$ cat src/rtl/board_io_pkg.sv
// board_io_pkg: shared constants for the board I/O harness.
// LED channel modes and reset-sequencer state encoding.
package board_io_pkg;

    localparam logic [1:0] LED_OFF    = 2'b00;
    localparam logic [1:0] LED_DIRECT = 2'b01;
    localparam logic [1:0] LED_BLINK  = 2'b10;
    localparam logic [1:0] LED_DIM    = 2'b11;

    localparam logic [0:0] ST_HOLD = 1'b0;
    localparam logic [0:0] ST_RUN  = 1'b1;

endpackage

$ cat src/rtl/clk_tick_gen.sv
// clk_tick_gen: clock-enable pulse generator.
// tick is high for one CLK every DIV_COUNT cycles; no derived clocks.
module clk_tick_gen #(
    parameter int DIV_COUNT = 50_000_000
) (
    input  logic CLK,
    input  logic RST,
    output logic tick
);

    localparam int CW = (DIV_COUNT > 1) ? $clog2(DIV_COUNT) : 1;
    localparam logic [CW-1:0] LAST = CW'(DIV_COUNT - 1);

    logic [CW-1:0] div_cnt_q;
    logic [CW-1:0] div_cnt_d;
    logic          tick_q;
    logic          tick_d;

    // Wrap the divider and flag the terminal count of the next cycle.
    always_comb begin
        div_cnt_d = (div_cnt_q == LAST) ? '0 : div_cnt_q + CW'(1);
        tick_d    = (div_cnt_d == LAST);
    end

    // Divider and registered tick.
    always_ff @(posedge CLK or posedge RST) begin
        if (RST) begin
            div_cnt_q <= '0;
            tick_q    <= 1'b0;
        end else begin
            div_cnt_q <= div_cnt_d;
            tick_q    <= tick_d;
        end
    end

    assign tick = tick_q;

endmodule

$ cat src/rtl/board_io_ctrl.sv
// board_io_ctrl: board harness with tick generator, reset sequencer,
// heartbeat and per-channel LED driver.
module board_io_ctrl
    import board_io_pkg::*;
#(
    parameter int DIV_COUNT = 50_000_000,
    parameter int RST_HOLD  = 6,
    parameter int NUM_LED   = 6,
    parameter int PWM_BITS  = 4
) (
    input  logic                   CLK,
    input  logic                   RST,
    input  logic                   soft_rst_req,
    input  logic [NUM_LED-1:0]     led_in,
    input  logic [2*NUM_LED-1:0]   led_mode,
    input  logic [PWM_BITS-1:0]    pwm_duty,
    output logic                   tick,
    output logic                   sys_rst,
    output logic [NUM_LED-1:0]     led_out,
    output logic                   heartbeat,
    output logic                   rst_led
);

    localparam int HW = $clog2(RST_HOLD + 1);
    localparam logic [HW-1:0] HOLD_MAX = HW'(RST_HOLD);

    logic                tick_w;
    logic [0:0]          state_q;
    logic [0:0]          state_d;
    logic [HW-1:0]       hold_cnt_q;
    logic [HW-1:0]       hold_cnt_d;
    logic                hb_q;
    logic                hb_d;
    logic [PWM_BITS-1:0] pwm_cnt_q;
    logic [PWM_BITS-1:0] pwm_cnt_d;
    logic [NUM_LED-1:0]  led_q;
    logic [NUM_LED-1:0]  led_d;
    logic                pwm_on;

    clk_tick_gen #(
        .DIV_COUNT (DIV_COUNT)
    ) u_tick (
        .CLK  (CLK),
        .RST  (RST),
        .tick (tick_w)
    );

    // Reset sequencer: soft request restarts the count ahead of any tick.
    always_comb begin
        state_d    = state_q;
        hold_cnt_d = hold_cnt_q;
        if (soft_rst_req) begin
            state_d    = ST_HOLD;
            hold_cnt_d = '0;
        end else if (state_q == ST_HOLD && tick_w) begin
            if (hold_cnt_q == HOLD_MAX) begin
                state_d = ST_RUN;
            end else begin
                hold_cnt_d = hold_cnt_q + HW'(1);
            end
        end
    end

    // Heartbeat toggles on ticks seen in RUN and is cleared on entry to HOLD.
    always_comb begin
        hb_d = hb_q;
        if (state_d == ST_HOLD) begin
            hb_d = 1'b0;
        end else if (state_q == ST_RUN && tick_w) begin
            hb_d = ~hb_q;
        end
    end

    // Free-running PWM phase, independent of tick.
    always_comb begin
        pwm_cnt_d = pwm_cnt_q + PWM_BITS'(1);
        pwm_on    = (pwm_cnt_q < pwm_duty);
    end

    // Per-channel LED mode select, blanked whenever the core is held in reset.
    always_comb begin
        led_d = '0;
        if (state_d == ST_RUN) begin
            for (int i = 0; i < NUM_LED; i++) begin
                case (led_mode[2*i +: 2])
                    LED_OFF:    led_d[i] = 1'b0;
                    LED_DIRECT: led_d[i] = led_in[i];
                    LED_BLINK:  led_d[i] = led_in[i] & hb_d;
                    LED_DIM:    led_d[i] = led_in[i] & pwm_on;
                    default:    led_d[i] = 1'b0;
                endcase
            end
        end
    end

    // State, counters and LED drive registers.
    always_ff @(posedge CLK or posedge RST) begin
        if (RST) begin
            state_q    <= ST_HOLD;
            hold_cnt_q <= '0;
            hb_q       <= 1'b0;
            pwm_cnt_q  <= '0;
            led_q      <= '0;
        end else begin
            state_q    <= state_d;
            hold_cnt_q <= hold_cnt_d;
            hb_q       <= hb_d;
            pwm_cnt_q  <= pwm_cnt_d;
            led_q      <= led_d;
        end
    end

    assign tick      = tick_w;
    assign sys_rst   = (state_q == ST_HOLD);
    assign rst_led   = (state_q == ST_HOLD);
    assign heartbeat = hb_q;
    assign led_out   = led_q;

endmodule

$ cat config.mk
export PLATFORM = sky130hd
export DESIGN_NAME = board_io_ctrl
export DESIGN_NICKNAME = d
export VERILOG_FILES = /design/src/rtl/board_io_pkg.sv /design/src/rtl/clk_tick_gen.sv /design/src/rtl/board_io_ctrl.sv
export SDC_FILE = /design/constraint.sdc
export NUM_CORES = 1
export LEC_CHECK = 0
export CAP_MARGIN = 20
export CORE_MARGIN = 1
export CORE_UTILIZATION = 53
export CTS_CLUSTER_SIZE = 10
export DETAILED_ROUTE_END_ITERATION = 6
export GPL_TIMING_DRIVEN = 0
export HOLD_SLACK_MARGIN = 0.12
export PLACE_DENSITY_LB_ADDON = 0.1
export SYNTH_ARGS = -nofsm -noshare
export SYNTH_HDL_FRONTEND = slang
export SYNTH_SLANG_ARGS = --single-unit
$ cat constraint.sdc
create_clock -name CLK -period 2.6 [get_ports CLK]
set_clock_uncertainty 0.2 [all_clocks]
set_input_delay 0.39 -clock CLK [delete_from_list [all_inputs] [get_ports CLK]]
set_output_delay 0.39 -clock CLK [all_outputs]
set_load 0.01 [all_outputs]
Word level (Yosys, flattened, before mapping)

Cells that the tools add are included.

Flip-flop bits (word level): 42
Bits in latches: 0
Memory bits (writable): 0
Bits in read-only memories: 0
Input bits: 25
Output and inout port bits: 10
Logic and storage cells: 73
Memories kept: 0

Add/subtract/negate cells: 3
$mul: 0
Divide/modulo/power cells: 0
$lt $le $gt $ge: 1
Eq/ne operators: 22
Shifts and indexed selects: 0
Mux-type cells: 16
Bitwise operators: 14
Reduce and logical (&&, ||, !) cells: 10

Operators by type and width:

| kind                  | number |
|---|---|
| $eq 26x26->1 const B  | 2 |
| $add 26x1->26 const B | 1 |
| $mux 26               | 1 |
| $eq 2x2->1 const B    | 12 |
| $pmux 1 s4            | 6 |
| $and 1x1->1           | 12 |
| $eq 2x1->1 const B    | 6 |
| $logic_not 2->1       | 6 |
| $mux 3                | 3 |
| $mux 6                | 1 |
| $mux 1                | 5 |
| $add 4x1->4 const B   | 1 |
| $lt 4x4->1            | 1 |
| $add 3x1->3 const B   | 1 |
| $eq 3x3->1 const B    | 1 |
| $logic_and 1x1->1     | 2 |
| $ne 2x2->1 const B    | 1 |
| $not 1->1             | 2 |
| $reduce_and 2->1      | 1 |
| $reduce_bool 2->1     | 1 |

Logic depth before layout (Yosys ltp)

Depth in word-level cells: 8
Mapped depth: 8
Depth with buffers taken out: 7

Modules after synthesis

Synthesis repeated with hierarchy kept, for this count alone.

Cells, all modules: 226
Area total of the unflattened synthesis: 2,284.7 µm²

By module, submodules not included:

| module        | times used | cells an instance | area an instance (µm²) | seq. area each (µm²) |
|---|---|---|---|---|
| clk_tick_gen  | 1          | 154               | 1,478.9                | 675.6 |
| board_io_ctrl | 1          | 72                | 805.8                  | 375.4 |

Worst setup path after synthesis

Ideal clock, no wire load.

Kind: reg2reg
From: reg u_tick.div_cnt_q[0]
To: reg u_tick.tick_q (netlist: u_tick.tick)
Library setup time: 111 ps
Data arrival time: 2,064 ps
Required time: 2,289 ps
Slack: 225 ps
Stages on the path, launching flop included: 8
Path buffers: 0
Clock period less this slack: 2,375 ps
Cell sequence: dfrtp_1 -> ha_1 -> nand4_1 -> nor4_2 -> and2_0 -> and4bb_2 -> o21ai_0 -> a2111oi_2

Word-level cells in the longest chain between the ends: 3
Elaborated cells on any way between the ends: 4
Those cells by class: add/sub: 1; eq/ne: 2; mux: 1

Ends and longest elaborated chain:

| what                                                 | line               | text |
|---|---|---|
| start: declaration                                   | clk_tick_gen.sv:14 | `logic [CW-1:0] div_cnt_q;` |
| start signal: assignment                             | clk_tick_gen.sv:31 | `div_cnt_q <= div_cnt_d;` |
| $add 26x1->26 / $eq 26x26->1 (equally long branches) | clk_tick_gen.sv:21 | `div_cnt_d = (div_cnt_q == LAST) ? '0 : div_cnt_q + CW'(1);` |
| $mux 26 *                                            | clk_tick_gen.sv:21 |  |
| $eq 26x26->1 *                                       | clk_tick_gen.sv:22 | `tick_d = (div_cnt_d == LAST);` |
| via u_tick.tick_d                                    | clk_tick_gen.sv:17 | `logic tick_d;` |
| end signal: assignment                               | clk_tick_gen.sv:32 | `tick_q <= tick_d;` |
| end: declaration                                     | clk_tick_gen.sv:16 | `logic tick_q;` |

Mark *: on every way through the listed nets, which the timed path passes. The rest lies on a longest branch.
A chain may end at the register's enable or synchronous reset.

Final worst setup path

From: reg u_tick.div_cnt_q[10]
To: reg u_tick.tick_q (netlist: u_tick.tick)

Same word-level chain as after synthesis.

==> metrics <==
status=completed; M2 GR Usage=0.360; drt pass-1 iters=4; num rows=22; Post-synth EDFFs=0; Setup crit start kind=flip-flop; most frequent cell after synthesis=dfrtp_1; slew margin rel.=0.439; asr flop ratio synth=1.00; top fanout value on the critical path=6; area leader, netlist=dfrtp_1; Final #Nets=288; RSZ-0062 raised after global routing=true; global-route usage over all layers=0.232; Clk pwr share=0.371; synth unique cells=between 40 and 50; clock tree sinks=42; worst min-delay path class=reg -> reg; clock insertion delay at the later pin of the skew report=0.30 ns; most frequently used flop master after synthesis=dfrtp_1; ANT cells=0; core area=3800 um^2; syn avg cell area=10.2 um^2; Placer Congestion=a little under 0.9; register bit total from synthesis=42; Num CTS Buffers=5; Worst EP arrival=2.54 ns; initial core utilization=0.575; NetSw=229 uW; final-report hold violation count=0; Hold WS=0.279 ns; final wirelength=4360 um; critical path endpoint category=flip-flop; drt drc=0; CTS tree=yes; Tcrit/Tclk final=0.982; Synth Net Count=~250; height of the die=around 66 um; fill cell count=317; IO Port Bufs=34; Pleak=~1.2 nW; fmax=roughly 400 MHz; worst-case clock buffer depth=2; max cap viols=0; met3 usage=0.0707; clock-pin slew on the worst setup and hold paths=about 0.070 ns; antenna viol nets, final=0; layout cells sized above 1=0.0973; Sw Share=0.203; Data required, critical path=2.59 ns; Combinational Power Share=0.052; Post-Synthesis Cells=214; root buffer cell=clkbuf_8; worst slew pin tran=0.841 ns; Slew Viols, Final=0; setup tns final=0 ns; IO Pins=35; Die Footprint=4390 um^2; synth warn=0; largest net degree at the start of global routing=43; post-DP HPWL=3240 um; Synth area leaders=dfrtp_1 (48%), xnor2_1 (6.0%), xor2_1 (5.6%); vias in the first global route=between 1,500 and 2,000; via/cell ratio=5.59; internal power=~900 uW; H-tree Lvls=2; wire per inst=14.3 um; Worst R2R Setup Slack=0.05 ns; initial antenna violation count=0; Peak VDD IR=a little over 0.0004 V; wire length of the first global-routing pass=7410 um; met1 usage=0.305; die width=66.2 um; Sequential Power Share=0.577; area share of the largest cell type after synthesis=0.481; Setup CP Type=reg -> reg; vias=1,704; DR iter-0 viols=116; busiest grt layer=met2; area grow syn2layout=23.9%; Power Density=about 420 nW/um^2; post-layout min period=between 2 and 3 ns; post-synthesis sequential area ratio=0.481; top cells by count, synth=dfrtp_1 (42), nor2_1 (26), nand2_1 (18); fin util=0.713; final setup vio count=0; total grt overflow=0; total power=1.13 mW; Synth Cell Area=2190 um^2
worst paths after layout:
check                                        to  cells past startpoint                  from
max in group asynchronous         hold_cnt_q[0]                      2                   RST
min in group asynchronous  u_tick.div_cnt_q[11]                      2                   RST
max reg2reg                         u_tick.tick                      6  u_tick.div_cnt_q[10]
max                                 u_tick.tick                      6  u_tick.div_cnt_q[10]
min reg2reg                        pwm_cnt_q[3]                      1          pwm_cnt_q[3]
min                                pwm_cnt_q[3]                      1          pwm_cnt_q[3]
cells by family (layout without fill, tap and decap cells):
kind of cell             after synthesis  after routing  share of synthesized area
AO/OA/AOI/OAI                         25             25                     0.0790
AND/OR/NAND/NOR                       96             96                      0.252
flip-flops                            42             42                      0.481
buffers and inverters                 14             57                     0.0269
multiplexers                           1              1                    0.00515
adder cells (fa/ha/maj)                7              7                     0.0401
XOR/XNOR                              29             29                      0.116
power groups by stage:
| stage | sequential (mW) | combinational, mW | clock [mW] |
|---|---|---|---|
| global placement | 0.666 | 0.0580 | 0 |
| global route | 0.652 | 0.0663 | 0.462 |
| detailed placement | 0.666 | 0.0596 | 0 |
| finish | 0.653 | 0.0585 | 0.419 |
| CTS | 0.653 | 0.0595 | 0.439 |
| floorplan | 0.666 | 0.0161 | 0 |
through the flow:
stage / instance area (um^2) / worst slack, ns / std cells
after floorplan: 2190 / 0.225 / 214
after global placement: 2590 / -0.148 / 296
after detailed placement: 2590 / -0.138 / 296
after CTS: 2690 / 0.0128 / 304
after global routing: 2710 / -0.121 / 305
final: 2710 / 0.0471 / 305
cell usage in the layout, fill, tap and decap left out, drive strengths merged, types with 9 or more instances in the layout:
master         netlist  final
a21oi                9      9
clkbuf               4     11
clkdlybuf4s50        0     34
dfrtp               42     42
nand2               18     18
nand3               12     12
nand4               10     10
nor2                26     26
xnor2               15     15
xor2                14     14
final cells by class:
| cell class | count | area [um^2] | share of cell area |
|---|---|---|---|
| inverters | 7 | 26.3 | 0.00970 |
| clock inverters | 1 | 5.00 | 0.00185 |
| plain buffers | 7 | 32.5 | 0.0120 |
| clock buffers | 7 | 86.3 | 0.0319 |
| well taps | 48 | 60.1 | 0.0222 |
| multi-input cells | 158 | 1100 | 0.406 |
| repair buffers | 35 | 348 | 0.128 |
| flip-flops and latches | 42 | 1050 | 0.388 |
layer usage:
metal	part of all wire	vias to the layer above	wire [um]
met4	0.018	0	78
met5	0	-	0
met1	0.46	813	2020
met3	0.048	9	208
li1	-	840	-
met2	0.47	42	2050
flip-flops by register name, indices dropped and copies added, names as in the netlist:
| signal | count |
|---|---|
| pwm_cnt_q | 4 |
| u_tick.tick | 1 |
| u_tick.div_cnt_q | 26 |
| state_q | 1 |
| heartbeat | 1 |
| led_out | 6 |
| hold_cnt_q | 3 |
repair_timing:
| item | in CTS | in global routing |
|---|---|---|
| buffers inserted | 0 | 1 |
| endpoints found under the setup margin | 1 | 15 |
| hold buffers | 0 | 0 |
| pin swaps | 1 | 1 |
| resized for setup | 2 | 3 |
worst max-delay path, stage by stage (launching register included):
cell	delay, ns
dfrtp_1	0.47
nand4_2	0.20
nor4_4	0.42
nand4_1	0.16
xor2_1	0.17
or4_4	0.48
a2111oi_2	0.34
(Power assumes the default switching activity.)
